[config.mk]
export PLATFORM = sky130hd
export DESIGN_NAME = cb_param_counter
export DESIGN_NICKNAME = d
export VERILOG_FILES = /design/src/rtl/cb_param_counter.sv
export SDC_FILE = /design/constraint.sdc
export NUM_CORES = 1
export LEC_CHECK = 0
export BUFFER_PORTS_ARGS = -buffer_cell sky130_fd_sc_hd__buf_2
export CAP_MARGIN = 0
export CORE_ASPECT_RATIO = 0.7
export CORE_MARGIN = 2
export CORE_UTILIZATION = 50
export CTS_CLUSTER_DIAMETER = 80
export DETAILED_ROUTE_END_ITERATION = 16
export PLACE_DENSITY = 0.77
export SYNTH_ARGS = -nofsm -noshare
export SYNTH_HDL_FRONTEND = slang
export SYNTH_SLANG_ARGS = --single-unit
[constraint.sdc]
create_clock -name CLK -period 1.65 [get_ports CLK]
set_input_delay 0.165 -clock CLK [delete_from_list [all_inputs] [get_ports CLK]]
set_output_delay 0.165 -clock CLK [all_outputs]
set_load 0.01 [all_outputs]
[src/rtl/cb_param_counter.sv]
// cb_param_counter: parametrised up/down counter with modulus wrap, synchronous
// clear/load, terminal-count and cascade outputs, and a sticky overflow flag.
// Optional build macro CB_PARAM_COUNTER_SAT_EN selects saturating mode: the count
// holds at its limit instead of wrapping, and CEO stays low.
module cb_param_counter #(
  parameter int     WIDTH   = 16,
  parameter longint MODULUS = 0
) (
  input  logic             CLK,
  input  logic             CDN,
  input  logic             EN,
  input  logic             UP,
  input  logic             SCLR,
  input  logic             LD,
  input  logic [WIDTH-1:0] D,
  output logic [WIDTH-1:0] Q,
  output logic             TC,
  output logic             CEO,
  output logic             OVF
);

  // Highest reachable count; the full binary range when MODULUS is 0.
  localparam logic [WIDTH-1:0] MAX = (MODULUS == 0) ? {WIDTH{1'b1}} : WIDTH'(MODULUS - 1);

  logic [WIDTH-1:0] r_q;
  logic             r_ovf;
  logic [WIDTH-1:0] w_q_next;
  logic             w_ovf_next;
  logic [WIDTH-1:0] w_ld_val;
  logic             w_at_max;
  logic             w_at_zero;
  logic             w_tc;

  assign w_at_max  = (r_q == MAX);
  assign w_at_zero = (r_q == '0);
  assign w_tc      = UP ? w_at_max : w_at_zero;

  // Load value is clamped to MAX; with a full-range modulus every D is legal,
  // so no comparison is built at all.
  generate
    if (MODULUS == 0) begin : g_ld_full
      assign w_ld_val = D;
    end else begin : g_ld_clamp
      assign w_ld_val = (D > MAX) ? MAX : D;
    end
  endgenerate

  // Next-state selection with priority clear > load > count > hold.
  always_comb begin
    w_q_next   = r_q;
    w_ovf_next = r_ovf;
    if (SCLR) begin
      w_q_next   = '0;
      w_ovf_next = 1'b0;
    end else if (LD) begin
      w_q_next = w_ld_val;
    end else if (EN) begin
      if (UP) begin
        if (w_at_max) begin
`ifdef CB_PARAM_COUNTER_SAT_EN
          w_q_next = MAX;
`else
          w_q_next = '0;
`endif
          w_ovf_next = 1'b1;
        end else begin
          // r_q < MAX here, so the increment cannot leave the WIDTH range.
          w_q_next = r_q + WIDTH'(1);
        end
      end else begin
        if (w_at_zero) begin
`ifdef CB_PARAM_COUNTER_SAT_EN
          w_q_next = '0;
`else
          w_q_next = MAX;
`endif
          w_ovf_next = 1'b1;
        end else begin
          w_q_next = r_q - WIDTH'(1);
        end
      end
    end
  end

  // Counter and sticky flag registers, cleared directly by CDN.
  always_ff @(posedge CLK or negedge CDN) begin
    if (!CDN) begin
      r_q   <= '0;
      r_ovf <= 1'b0;
    end else begin
      r_q   <= w_q_next;
      r_ovf <= w_ovf_next;
    end
  end

  assign Q   = r_q;
  assign OVF = r_ovf;
  assign TC  = w_tc;

`ifdef CB_PARAM_COUNTER_SAT_EN
  // A saturating stage never rolls over, so it never hands a carry/borrow upward.
  assign CEO = 1'b0;
`else
  assign CEO = w_tc & EN;
`endif

endmodule
==> summary.md <==
| Metric | Value |
|---|---|
| Status | finished, violations left |
| Failing checks | setup timing |
| CTS tree | built |
| Simple-Gate Fraction of Synth Area | between 30% and 40% |
| Final ANT Viol Nets | 0 |
| Worst skew pair latency | 0.27 ns |
| Largest family of logic cells by synthesized area | simple AND/OR/NAND/NOR gates |
| CP peak stage delay | around 0.46 ns |
| Syn Nets | roughly 270 |
| Via Count | approximately 2600 |
| Setup violations, final | 19 |
| Met2 usage | 60.5% |
| Total die area | around 0.0042 mm2 |
| Req. time, crit path | roughly 1.8 ns |
| Ports | 41 |
| Post-synthesis mux area share | less than 1% |
| Area growth syn-to-layout | 61.9% |
| Sequential fraction of the synthesis area | a little under a quarter |
| Top_reg_cell synth | dfrtp_1 |
| Final HPWL DP | approximately 5 mm |
| Leading cell types in the layout, fill and taps excluded | buf_4, buf_2, nand2_1 |
| Worst Hold Class | primary input to register |
| Avg Vias per Cell | approximately 6.6 |
| Worst path slowest cell | dfrtp_2 |
| Starting Density | ~52% |
| GPL Wtd Cong | a little over 1 |
| Die H | between 50 and 60 um |
| Iter 0 DRT Violations | 324 |
| Root Driver | clkbuf_8 |
| H-tree depth | 1 |
| CP cell instances | nor4_4 > buf_4 > nand4b_4 > or3_1 > and3_4 > o32ai_4 |
| Synth Area in Compound Gates | ~28% |
| Lkg Pwr | around 1.3 nW |
| Core Box Area | roughly 0.0035 mm2 |
| Tmin final | approximately 2.1 ns |
| N_diodes | 0 |
| Post-Syn Instances | roughly 240 |
| Slew @ Worst Pin | between 0.4 and 0.5 ns |
| GRT Util Overall | 36.9% |
| Critical path capture point type | register |
| RSZ-0062 raised after global routing | yes |
| Pwr/cell area | between 500 and 600 mW/mm2 |
| Syn avg cell area | ~7.6 um2 |
| Synth Area in XOR/XNOR | 2.85% |
| Clock buffer depth | 2 |
| Count of cell types in the netlist | 59 |
| DRC errors left | 0 |
| Drt total wl | between 8 and 9 mm |
| Drt pass-1 iters | 6 |
| Gr ovfl total | 0 |
| Yosys warnings | 0 |
| Final worst path period share | 125% |
| Most Crowded Layer GR | met2 |
| Number of synthesized flops with an enable pin | 0 |
| Slew Limit Fails | 0 |
| FFs w/ async S/R, synth | 100% |
| Largest net degree at the start of global routing | 20 |
| Initial antenna violation count | 0 |
| Final Hold Vio Count | 0 |
| Nets | 368 |
| Max_slew headroom | 69.3% |
| Max-Cap Viols | 0 |
| First-pass GRT wire length | roughly 12 mm |
| Multi-input gate area | approximately 0.0015 mm2 |
| Die W | approximately 77 um |
| Leading cell type in the layout, fill and taps excluded | buf_4 |
| Post-layout util | around 84% |
| DP Worst Slack | -0.363 ns |
| Worst IR Drop VDD | about 410 uV |
| Max Clock Freq | about 0.49 GHz |
| Crit Path Max Fanout | 4 |
| Critical Path AT | 2.21 ns |
| #FFs+latches synth | 17 |
| Met1 Resource Use GR | between 40 and 50% |
| Number of buffers created by CTS | 3 |
| Skew final | 0.00731 ns |
| Rows | 18 |
| Number of port buffers | 40 |
| Clock sink total | 17 |
| Setup crit start kind | register |
| Adder-Cell Fraction of Synth Area | 2.04% |
| PnR worst setup slack | -0.405 ns |
| Share of cells above drive strength 1 | a little over half |
| Synthesized cell area | between 0.0015 and 0.002 mm2 |
| CP Class | register to register |
| Worst-path clk slew | 0.07 ns |
| Filler Cells Inserted | 205 |
| Register area | between 400 and 500 um2 |
| Wire length per cell | 20.5 um |
| Vias in the first global route | 2265 |
| Met3 GRT Util | approximately 11% |
[cell usage after synthesis, types with 4 or more instances]
library cell	number	area share (%)
a21oi_1	17	4.6
a221o_1	4	2.2
a22oi_1	4	1.6
and3_1	8	2.7
buf_2	7	1.9
clkbuf_1	15	3.1
dfrtp_1	17	23
inv_1	11	2.2
nand2_1	18	3.7
nand2b_1	4	1.4
nand3_1	16	4.3
nand4_1	4	1.4
nor2_1	12	2.4
nor3_1	8	2.2
nor3b_1	6	2.4
nor4_1	5	1.7
o21ai_0	14	3.8
o31ai_1	5	2.0
or3_1	5	1.7
xnor2_1	5	2.4
[flip-flops by register name (all words and copies together) (netlist names)]
| name | cells |
|---|---|
| OVF | 1 |
| Q | 16 |
[worst paths after layout]
path | from | end | slack [ns] | cells after the start
max reg2reg | Q[2] | Q[13] | -0.40 | 6
min | SCLR | Q[0] | 0.11 | 2
min reg2reg | OVF | OVF | 0.57 | 1
max | Q[2] | Q[13] | -0.40 | 6
max in group asynchronous | CDN | Q[2] | 0.94 | 2
min in group asynchronous | CDN | Q[15] | 0.37 | 2
[power breakdown]
part | total (W) | internal, W | leakage [nW] | switching [W]
clock network | 0.000344 | 0.000169 | 0.0255 | 0.000175
logic | 0.000908 | 0.000439 | 1.06 | 0.000469
registers | 0.000501 | 0.000451 | 0.215 | 0.0000499
total | 0.00175 | 0.00106 | 1.30 | 0.000695
[kinds of logic (layout without fill, tap and decap cells)]
family,Yosys count,after routing
simple gates,104,104
buf+inv,37,137
mux,1,1
compound gates,74,74
flops,17,17
xor+xnor,6,6
fa+ha+maj,3,3
[metal layers]
metal	part of all wire (%)	routed length [um]	vias to the layer above
met5	0	0	-
met4	3.5	279	0
met3	14	1100	37
met2	45	3590	238
met1	38	3070	1205
li1	-	-	1115
[through the flow]
stage                     setup TNS, ns  area (um2)  hold WS [ns]  total power (W)  instances
after floorplan                   -1.38        1960        -0.131         0.000921        242
after global placement            -2.62        2500         0.129          0.00118        368
after detailed placement          -3.71        2500         0.131          0.00120        368
after CTS                         -3.48        2760        0.0949          0.00162        381
after global routing              -5.16        2990         0.112          0.00183        392
final                             -4.18        2990         0.105          0.00175        392
[worst max-delay path, delay by kind of cell, from the launching register on]
family                 cells  cell delay, ns
AOI/OAI and AO/OA          1            0.28
and+or+nand+nor            4            1.00
DFF                        1            0.46
buffers and inverters      1            0.21
[what timing repair did]
action,CTS,global route
setup endpoints to repair,19,19
pin swaps,10,14
hold endpoints to repair,17,0
buffers inserted,8,12
gates resized for setup,33,34
hold buffers,1,0
[area by class of cell]
class | instances | area share, %
well taps | 50 | 2.09
clock buffers | 3 | 1.38
flip-flops and latches | 17 | 14.5
clock inverters | 1 | 0.168
repair buffers | 122 | 29.2
multi-input cells | 188 | 51.1
inverters | 11 | 1.55
Power figures use the tool's default switching activity.
